<file path="config.mk">
export PLATFORM = sky130hd
export DESIGN_NAME = pokey_bus_arbiter_flat
export DESIGN_NICKNAME = d
export VERILOG_FILES = /design/src/rtl/pokey_bus_arbiter_if.sv /design/src/rtl/pokey_bus_arbiter.sv /design/src/flat_wrapper.sv
export SDC_FILE = /design/constraint.sdc
export NUM_CORES = 1
export LEC_CHECK = 0
export CAP_MARGIN = 0
export CELL_PAD_IN_SITES_DETAIL_PLACEMENT = 1
export CELL_PAD_IN_SITES_GLOBAL_PLACEMENT = 2
export CORE_UTILIZATION = 25
export DETAILED_ROUTE_END_ITERATION = 8
export GPL_ROUTABILITY_DRIVEN = 0
export PLACE_DENSITY = 0.76
export RECOVER_POWER = 50
export SLEW_MARGIN = 0
export SYNTH_ARGS = -nofsm -noshare
export SYNTH_HDL_FRONTEND = slang
export SYNTH_SLANG_ARGS = --single-unit
export TNS_END_PERCENT = 100
</file>
<file path="constraint.sdc">
create_clock -name clk -period 2.3 [get_ports clk]
set_clock_uncertainty 0.1 [all_clocks]
set_input_delay 0.23 -clock clk [delete_from_list [all_inputs] [get_ports clk]]
set_output_delay 0.23 -clock clk [all_outputs]
set_load 0.005 [all_outputs]
</file>
<file path="src/rtl/pokey_bus_arbiter_if.sv">
// ---------------------------------------------------------------------------
// pokey_bus_arbiter_if
//   Bundles the two requester handshakes and the POKEY register bus that the
//   pokey_bus_arbiter sits on.
//
//   Requester side : req0/rw0/addr0/wdata0/ack0, req1/rw1/addr1/wdata1/ack1,
//                    shared rdata
//   POKEY side     : pokey_din, pokey_dout, pokey_a, pokey_phi2, pokey_rw,
//                    pokey_cs0_bar
//   Status         : busy, init_done
//
//   Modports
//     slave  - the arbiter (takes requests and POKEY Dout, drives the bus)
//     master - the surrounding system (requesters plus the POKEY instance)
// ---------------------------------------------------------------------------
`timescale 1ns/1ps
interface pokey_bus_arbiter_if;
  logic       req0;
  logic       rw0;
  logic [3:0] addr0;
  logic [7:0] wdata0;
  logic       ack0;
  logic       req1;
  logic       rw1;
  logic [3:0] addr1;
  logic [7:0] wdata1;
  logic       ack1;
  logic [7:0] rdata;
  logic [7:0] pokey_din;
  logic [7:0] pokey_dout;
  logic [3:0] pokey_a;
  logic       pokey_phi2;
  logic       pokey_rw;
  logic       pokey_cs0_bar;
  logic       busy;
  logic       init_done;

  modport slave (
    input  req0, rw0, addr0, wdata0,
    input  req1, rw1, addr1, wdata1,
    input  pokey_dout,
    output ack0, ack1, rdata,
    output pokey_din, pokey_a, pokey_phi2, pokey_rw, pokey_cs0_bar,
    output busy, init_done
  );

  modport master (
    output req0, rw0, addr0, wdata0,
    output req1, rw1, addr1, wdata1,
    output pokey_dout,
    input  ack0, ack1, rdata,
    input  pokey_din, pokey_a, pokey_phi2, pokey_rw, pokey_cs0_bar,
    input  busy, init_done
  );
endinterface

</file>
<file path="src/rtl/pokey_bus_arbiter.sv">
// ---------------------------------------------------------------------------
// pokey_bus_arbiter
//   Shares one POKEY register bus between two requesters with round-robin
//   arbitration. Every granted request becomes one complete POKEY bus cycle
//   (setup with phi2 low, phi2 strobe, hold with the ack pulse). After clr the
//   arbiter first writes SKCTL (address F) and then AUDCTL (address 8) so that
//   POKEY leaves its cleared state before any requester is served.
//
//   Ports
//     clk  - 100 MHz system clock
//     clr  - synchronous active-high reset
//     bus  - pokey_bus_arbiter_if.slave: requester handshakes, POKEY bus,
//            busy / init_done status. All outputs are registered.
//
//   Parameters
//     SETUP_CYC   (1-15) cycles of address/data setup with phi2 low
//     PHI2_HIGH   (2-15) cycles phi2 is held high
//     INIT_SKCTL  value written to address F after reset
//     INIT_AUDCTL value written to address 8 after the SKCTL write
//
//   Optional feature: define POKEY_ARB_SHADOW_EN to keep a shadow copy of the
//   write-only registers 0-7 and F; reads of those addresses are then answered
//   from the shadow in one cycle without touching the POKEY bus.
// ---------------------------------------------------------------------------
`timescale 1ns/1ps
module pokey_bus_arbiter #(
  parameter int unsigned SETUP_CYC   = 2,
  parameter int unsigned PHI2_HIGH   = 4,
  parameter logic [7:0]  INIT_SKCTL  = 8'h03,
  parameter logic [7:0]  INIT_AUDCTL = 8'h00
) (
  input logic                clk,
  input logic                clr,
  pokey_bus_arbiter_if.slave bus
);

  typedef enum logic [2:0] {
    INIT_SK = 3'd0,
    INIT_AC = 3'd1,
    IDLE    = 3'd2,
    SETUP   = 3'd3,
    STROBE  = 3'd4,
    HOLD    = 3'd5
  } state_t;

  localparam logic [3:0] SETUP_LAST  = 4'(SETUP_CYC - 1);
  localparam logic [3:0] STROBE_LAST = 4'(PHI2_HIGH - 1);

  state_t     state_r;
  state_t     nextState_s;
  logic [3:0] phase_r;
  logic       lastGrant_r;   // requester of the most recent grant
  logic       initStage_r;   // 0: SKCTL write in progress, 1: AUDCTL write
  logic       initDone_r;
  logic       bypass_r;      // current access is served from the shadow

  logic       grantValid_s;
  logic       grantSel_s;
  logic       selRw_s;
  logic [3:0] selAddr_s;
  logic [7:0] selData_s;
  logic       bypass_s;
  logic       bypassNext_s;
  logic       ackSel_s;

  logic       phi2_r, cs0Bar_r, rw_r, ack0_r, ack1_r, busy_r;
  logic [3:0] a_r;
  logic [7:0] din_r, rdata_r;

  logic       phi2_s, cs0Bar_s, rw_s, ack0_s, ack1_s, busy_s;
  logic [3:0] a_s;
  logic [7:0] din_s, rdata_s;

`ifdef POKEY_ARB_SHADOW_EN
  logic [7:0] shadow_r [0:8];

  // Write-only registers that the shadow mirrors: 0-7 and F.
  function automatic logic isShadowAddr(input logic [3:0] addr);
    return (addr[3] == 1'b0) || (addr == 4'hF);
  endfunction

  // Shadow slot for an address: 0-7 map directly, F uses slot 8.
  function automatic logic [3:0] shadowIdx(input logic [3:0] addr);
    return (addr == 4'hF) ? 4'd8 : {1'b0, addr[2:0]};
  endfunction
`endif

  // Round-robin request selection, only evaluated in IDLE after init.
  always_comb begin
    grantValid_s = 1'b0;
    grantSel_s   = 1'b0;
    if ((state_r == IDLE) && initDone_r) begin
      if (bus.req0 && bus.req1) begin
        grantValid_s = 1'b1;
        grantSel_s   = ~lastGrant_r;
      end else if (bus.req0) begin
        grantValid_s = 1'b1;
        grantSel_s   = 1'b0;
      end else if (bus.req1) begin
        grantValid_s = 1'b1;
        grantSel_s   = 1'b1;
      end else begin
        grantValid_s = 1'b0;
        grantSel_s   = 1'b0;
      end
    end else begin
      grantValid_s = 1'b0;
      grantSel_s   = 1'b0;
    end
    selRw_s   = grantSel_s ? bus.rw1    : bus.rw0;
    selAddr_s = grantSel_s ? bus.addr1  : bus.addr0;
    selData_s = grantSel_s ? bus.wdata1 : bus.wdata0;
`ifdef POKEY_ARB_SHADOW_EN
    bypass_s  = grantValid_s && selRw_s && isShadowAddr(selAddr_s);
`else
    bypass_s  = 1'b0;
`endif
  end

  // FSM state register and phase counter (restarts on every state change).
  always_ff @(posedge clk) begin
    if (clr) begin
      state_r <= INIT_SK;
      phase_r <= 4'd0;
    end else begin
      state_r <= nextState_s;
      phase_r <= (nextState_s != state_r) ? 4'd0 : (phase_r + 4'd1);
    end
  end

  // FSM next-state logic.
  always_comb begin
    nextState_s = state_r;
    case (state_r)
      INIT_SK: nextState_s = SETUP;
      INIT_AC: nextState_s = SETUP;
      IDLE: begin
        if (grantValid_s) begin
          nextState_s = bypass_s ? HOLD : SETUP;
        end else begin
          nextState_s = IDLE;
        end
      end
      SETUP:   nextState_s = (phase_r == SETUP_LAST)  ? STROBE : SETUP;
      STROBE:  nextState_s = (phase_r == STROBE_LAST) ? HOLD   : STROBE;
      HOLD: begin
        // After the SKCTL write the AUDCTL write follows; otherwise go idle.
        if (!initDone_r && !initStage_r) begin
          nextState_s = INIT_AC;
        end else begin
          nextState_s = IDLE;
        end
      end
      default: nextState_s = INIT_SK;
    endcase
  end

  // FSM output logic: next values for the registered outputs.
  always_comb begin
    if (state_r == IDLE) begin
      bypassNext_s = bypass_s;
    end else if ((state_r == INIT_SK) || (state_r == INIT_AC)) begin
      bypassNext_s = 1'b0;
    end else begin
      bypassNext_s = bypass_r;
    end

    // lastGrant_r only reflects a grant from the following cycle on.
    ackSel_s = (state_r == IDLE) ? grantSel_s : lastGrant_r;

    phi2_s   = (nextState_s == STROBE);
    cs0Bar_s = !(((nextState_s == SETUP) || (nextState_s == STROBE) ||
                  (nextState_s == HOLD)) && !bypassNext_s);
    ack0_s   = (nextState_s == HOLD) && (state_r != HOLD) && initDone_r && !ackSel_s;
    ack1_s   = (nextState_s == HOLD) && (state_r != HOLD) && initDone_r &&  ackSel_s;
    busy_s   = (nextState_s != IDLE);

    // Command is latched when it is issued and held for the whole cycle.
    if ((state_r == IDLE) && grantValid_s) begin
      a_s   = selAddr_s;
      din_s = selData_s;
      rw_s  = selRw_s;
    end else if (state_r == INIT_SK) begin
      a_s   = 4'hF;
      din_s = INIT_SKCTL;
      rw_s  = 1'b0;
    end else if (state_r == INIT_AC) begin
      a_s   = 4'h8;
      din_s = INIT_AUDCTL;
      rw_s  = 1'b0;
    end else if ((nextState_s == IDLE) || (nextState_s == INIT_AC) ||
                 (nextState_s == INIT_SK)) begin
      a_s   = a_r;
      din_s = din_r;
      rw_s  = 1'b1;
    end else begin
      a_s   = a_r;
      din_s = din_r;
      rw_s  = rw_r;
    end

    // Read data is sampled on the last phi2-high cycle.
    if ((state_r == STROBE) && (nextState_s == HOLD) && rw_r) begin
      rdata_s = bus.pokey_dout;
    end
`ifdef POKEY_ARB_SHADOW_EN
    else if ((state_r == IDLE) && bypass_s) begin
      rdata_s = shadow_r[shadowIdx(selAddr_s)];
    end
`endif
    else begin
      rdata_s = rdata_r;
    end
  end

  // Output, grant-history and init-progress registers.
  always_ff @(posedge clk) begin
    if (clr) begin
      phi2_r      <= 1'b0;
      cs0Bar_r    <= 1'b1;
      rw_r        <= 1'b1;
      a_r         <= 4'h0;
      din_r       <= 8'h00;
      ack0_r      <= 1'b0;
      ack1_r      <= 1'b0;
      rdata_r     <= 8'h00;
      busy_r      <= 1'b1;
      lastGrant_r <= 1'b1;
      initStage_r <= 1'b0;
      initDone_r  <= 1'b0;
      bypass_r    <= 1'b0;
    end else begin
      phi2_r   <= phi2_s;
      cs0Bar_r <= cs0Bar_s;
      rw_r     <= rw_s;
      a_r      <= a_s;
      din_r    <= din_s;
      ack0_r   <= ack0_s;
      ack1_r   <= ack1_s;
      rdata_r  <= rdata_s;
      busy_r   <= busy_s;
      bypass_r <= bypassNext_s;
      if (grantValid_s) begin
        lastGrant_r <= grantSel_s;
      end
      if ((state_r == HOLD) && (nextState_s == INIT_AC)) begin
        initStage_r <= 1'b1;
      end
      if ((state_r == HOLD) && !initDone_r && initStage_r) begin
        initDone_r <= 1'b1;
      end
    end
  end

`ifdef POKEY_ARB_SHADOW_EN
  // Shadow copy, updated when a write (bus or init) reaches its hold cycle.
  always_ff @(posedge clk) begin
    if (clr) begin
      for (int i = 0; i < 9; i++) begin
        shadow_r[i] <= 8'h00;
      end
    end else if ((state_r == STROBE) && (nextState_s == HOLD) && !rw_r &&
                 isShadowAddr(a_r)) begin
      shadow_r[shadowIdx(a_r)] <= din_r;
    end
  end
`endif

  assign bus.pokey_phi2    = phi2_r;
  assign bus.pokey_cs0_bar = cs0Bar_r;
  assign bus.pokey_rw      = rw_r;
  assign bus.pokey_a       = a_r;
  assign bus.pokey_din     = din_r;
  assign bus.ack0          = ack0_r;
  assign bus.ack1          = ack1_r;
  assign bus.rdata         = rdata_r;
  assign bus.busy          = busy_r;
  assign bus.init_done     = initDone_r;

endmodule

</file>
<file path="src/flat_wrapper.sv">
// flat-port wrapper written by rule: the top's interface ports become plain ports
module pokey_bus_arbiter_flat 
#(
  parameter int unsigned SETUP_CYC   = 2,
  parameter int unsigned PHI2_HIGH   = 4,
  parameter logic [7:0]  INIT_SKCTL  = 8'h03,
  parameter logic [7:0]  INIT_AUDCTL = 8'h00
)
  (clk, clr, bus_req0, bus_rw0, bus_addr0, bus_wdata0, bus_req1, bus_rw1, bus_addr1, bus_wdata1, bus_pokey_dout, bus_ack0, bus_ack1, bus_rdata, bus_pokey_din, bus_pokey_a, bus_pokey_phi2, bus_pokey_rw, bus_pokey_cs0_bar, bus_busy, bus_init_done);
  pokey_bus_arbiter_if bus_i ();
  input logic clk;
  input logic clr;
  input wire logic [$bits(bus_i.req0)-1:0] bus_req0;
  input wire logic [$bits(bus_i.rw0)-1:0] bus_rw0;
  input wire logic [$bits(bus_i.addr0)-1:0] bus_addr0;
  input wire logic [$bits(bus_i.wdata0)-1:0] bus_wdata0;
  input wire logic [$bits(bus_i.req1)-1:0] bus_req1;
  input wire logic [$bits(bus_i.rw1)-1:0] bus_rw1;
  input wire logic [$bits(bus_i.addr1)-1:0] bus_addr1;
  input wire logic [$bits(bus_i.wdata1)-1:0] bus_wdata1;
  input wire logic [$bits(bus_i.pokey_dout)-1:0] bus_pokey_dout;
  output wire logic [$bits(bus_i.ack0)-1:0] bus_ack0;
  output wire logic [$bits(bus_i.ack1)-1:0] bus_ack1;
  output wire logic [$bits(bus_i.rdata)-1:0] bus_rdata;
  output wire logic [$bits(bus_i.pokey_din)-1:0] bus_pokey_din;
  output wire logic [$bits(bus_i.pokey_a)-1:0] bus_pokey_a;
  output wire logic [$bits(bus_i.pokey_phi2)-1:0] bus_pokey_phi2;
  output wire logic [$bits(bus_i.pokey_rw)-1:0] bus_pokey_rw;
  output wire logic [$bits(bus_i.pokey_cs0_bar)-1:0] bus_pokey_cs0_bar;
  output wire logic [$bits(bus_i.busy)-1:0] bus_busy;
  output wire logic [$bits(bus_i.init_done)-1:0] bus_init_done;
  assign bus_i.req0 = bus_req0;
  assign bus_i.rw0 = bus_rw0;
  assign bus_i.addr0 = bus_addr0;
  assign bus_i.wdata0 = bus_wdata0;
  assign bus_i.req1 = bus_req1;
  assign bus_i.rw1 = bus_rw1;
  assign bus_i.addr1 = bus_addr1;
  assign bus_i.wdata1 = bus_wdata1;
  assign bus_i.pokey_dout = bus_pokey_dout;
  assign bus_ack0 = bus_i.ack0;
  assign bus_ack1 = bus_i.ack1;
  assign bus_rdata = bus_i.rdata;
  assign bus_pokey_din = bus_i.pokey_din;
  assign bus_pokey_a = bus_i.pokey_a;
  assign bus_pokey_phi2 = bus_i.pokey_phi2;
  assign bus_pokey_rw = bus_i.pokey_rw;
  assign bus_pokey_cs0_bar = bus_i.pokey_cs0_bar;
  assign bus_busy = bus_i.busy;
  assign bus_init_done = bus_i.init_done;
  pokey_bus_arbiter #(.SETUP_CYC(SETUP_CYC), .PHI2_HIGH(PHI2_HIGH), .INIT_SKCTL(INIT_SKCTL), .INIT_AUDCTL(INIT_AUDCTL)) u_core (.clk(clk), .clr(clr), .bus(bus_i));
endmodule
</file>
==> flow_metrics.py <==
metrics = {
    "sta": {
        "report.final.slew_viol_count": 0,
        "worst_tran_pin_value_ps": 585,
        "grt_setup_unrepaired": "no",
        "timing.fmax_mhz": 536,
        "layout_min_cycle_time_ps": 1870,
        "tns_ps": 0,
        "worst_slew_margin_rel_pct": 60.9,
        "hold_viol_final": 0,
        "finalCritPeriodShare_pct": 81.2,
        "setup_viol": 0,
    },
    "yosys": {
        "netlist.area_leader.share_pct": 45.8,
        "count_of_unique_library_cells_instantiated_by_yosys": 40,
        "synthesis.nets": 200,
        "synth_seq_cells": 37,
        "syn-instance-count": 160,
        "synthesis.area_per_instance_um2": 10.1,
        "synth_sequential_area_ratio_pct": 45.8,
        "post_synth_instance_area_um2": 1620,
        "synth_warnings": 0,
        "netlist.top_cell.by_area": "dfxtp_1",
        "netlist_top_cells_area": "dfxtp_1 (46%), mux2i_1 (13%), nor2_1 (6.3%)",
    },
    "power_and_ir_drop": {
        "power.switching_fraction_pct": 24.6,
        "internal_power_mw": 0.984,
        "total_switching_power_mw": 0.322,
        "static-leakage-power_nw": 1.06,
        "p_per_area_nw_per_um2": 534,
        "power_frac_seq_pct": 51.8,
        "share_comb_of_total_power_pct": 13.2,
        "power.share.clock_pct": 35.0,
        "ir_drop_mv": 0.190,
    },
    "cts": {
        "postCtsResizedCells": 0,
        "cts.repair_timing.setup_buffer_count": 0,
        "tritoncts.num_buffers": 5,
        "cts_root_buf": "clkbuf_8",
        "clock_sink_count": 37,
        "cts-root-to-sink-buffers": 2,
        "tritoncts": "built",
        "worst_skew_pair.late_latency_ps": 290,
        "holdBufCountCts": 0,
        "ctsHtreeMaxLevel": 2,
        "clk_slew_on_worst_s_h_paths_ps": 80,
    },
    "placement": {
        "place_inst": 297,
        "dpl.hpwl_mm": 3.26,
        "placedInstanceArea_um2": 2360,
        "buffer_ports.inserted": 64,
    },
    "finish": {
        "fin_cells": 305,
        "num-nets-final": 269,
        "n_fill_cell": 698,
        "antenna-diode-count": 0,
        "post-route-cell-area_um2": 2450,
        "post_route_cells_drive_above_1_share_pct": 10.0,
        "area_growth_pct": 51.4,
        "final_core_utilization_pct": 40.4,
    },
    "routing": {
        "final_ant_viol_nets": 0,
        "wl_mm": 4.22,
        "drt_iter0_drc": 47,
        "routed_len_inst_um": 13.8,
        "dr.pass1.iters": 4,
        "route.detailed.vias_per_inst": 4.79,
        "detailroute.via_count": 1462,
        "post-route-drc-count": 0,
    },
    "worst_hold_path": {
        "timing.hold.worst.class": "reg2reg",
    },
    "die": {
        "dieWidth_um": 82.4,
        "std_cell_rows": 28,
        "ioPinCount": 65,
        "initial_utilization_pct": 26.7,
        "core_region_area_um2": 6060,
        "dieHeight_um": 82.4,
        "fp.dieArea_um2": 6790,
    },
    "critical_path": {
        "endpoint_kind": "register",
        "setup.worst_path.start_class": "register",
        "cp_max_fo": 16,
        "critical_path_class": "reg2reg",
        "worstPathArrival_ps": 1980,
        "worstPathRequired_ps": 2420,
    },
    "global_route": {
        "initial_antenna_violation_count": 0,
        "wire_length_of_the_first_global_routing_pass_mm": 7.13,
        "globalRouteOverflowTotal": 0,
        "pin_count_of_the_biggest_net_entering_global_routing": 17,
        "grt.total_usage_pct": 14.0,
        "number_of_global_route_vias_before_repair": 1507,
    },
    "outcome": {
        "run_status": "complete, no violations",
    },
    "job": {
        "maxCapViolCount": 0,
    },
}
synth_stat cells:
cell and count:
o2bb2ai_1 6, a31oi_1 1, a21oi_1 9, nor3_1 4, and3b_1 1, mux2i_1 21, o221ai_1 1, and2_1 1
nor3b_4 1, nand4_2 1, nor3b_1 4, o21ai_0 3, a41o_1 1, nor2b_1 1, o22a_1 1, or3_1 1
nand3_4 1, o21a_1 1, nor4b_1 1, o211ai_1 1, buf_2 1, a21boi_4 1, ha_1 2, nand3_1 4
mux2_2 1, and4bb_1 1, o21bai_1 1, o221a_1 1, o221a_2 5, a21o_1 1, mux2_4 1, nand2b_1 1
and4_1 1, inv_1 2, dfxtp_1 37, xor2_1 1, clkbuf_1 6, xnor2_1 1, nor2_1 27, nand2_1 4
logic make-up after synthesis:
kind of cell,synth area share [%]
AND/OR/NAND/NOR,18.5
flip-flops,45.8
AO/OA/AOI/OAI,16.3
multiplexers,14.6
buffers and inverters,2.17
XOR/XNOR,1.08
adder cells (fa/ha/maj),1.55
layer usage:
metal,global-route usage [%],share of wire (%),up-vias
li1,-,-,720
met3,3.30,3.9,5
met5,0,0,-
met1,17.8,46,707
met2,23.5,50,30
met4,4.21,0.73,0
stage by stage:
step	hold WS, ps	worst slack (ps)	power, mW
CTS	370	444	1.34
finish	356	433	1.31
global route	386	254	1.38
floorplan	274	696	0.759
global placement	346	344	0.871
detailed placement	345	289	0.873
power by group through the flow:
stage	clock network, mW	registers (mW)	logic, mW
6_report	0.457	0.676	0.173
3_5_place_dp	0	0.692	0.181
2_1_floorplan	0	0.686	0.0732
5_1_grt	0.513	0.680	0.189
4_1_cts	0.483	0.678	0.181
3_3_place_gp	0	0.692	0.179
worst max-delay path, stage by stage (launching register included):
cell	delay (ps)
dfxtp_1	700
nor2_1	130
a21o_1	320
nor2_1	370
o2bb2ai_1	170
layout by cell type (no fill, tap or decap), types with 2 or more instances in the layout:
cell	count
clkdlybuf4s50_1	38
dfxtp_1	37
nor2_1	27
dlygate4sd3_1	26
mux2i_1	21
a21oi_1	9
o2bb2ai_1	6
o221a_2	5
clkbuf_8	5
nor3b_1	4
nand2_1	4
nand3_1	4
nor3_1	4
buf_4	4
o21ai_0	3
inv_1	2
ha_1	2
sequential cells by signal (all words and copies together) (netlist names), 3 cells and up:
register,count
u_core.bus.pokey_din,8
u_core.bus.rdata,8
u_core.bus.pokey_a,4
u_core.phase_r,4
u_core.state_r,3
path summary, 6_finish.rpt:
kind                           startpoint                       to  slack [ps]  cells past startpoint
hold / removal    u_core.bus.pokey_din[3]  u_core.bus.pokey_din[3]         360                      1
hold reg to reg   u_core.bus.pokey_din[3]  u_core.bus.pokey_din[3]         360                      1
setup reg to reg        u_core.state_r[0]  u_core.bus.pokey_din[6]         430                      4
setup / recovery        u_core.state_r[0]  u_core.bus.pokey_din[6]         430                      4
area by class of cell:
class,count,area (µm²),share of cell area (%)
Multi-Input combinational cell,114,841,34.4
Sequential cell,37,741,30.3
Timing Repair Buffer,69,674,27.6
Tap cell,75,93.8,3.83
Clock buffer,5,68.8,2.81
Clock inverter,3,21.3,0.869
Inverter,2,7.51,0.307
Note: power is estimated with default switching activity, not from simulation.
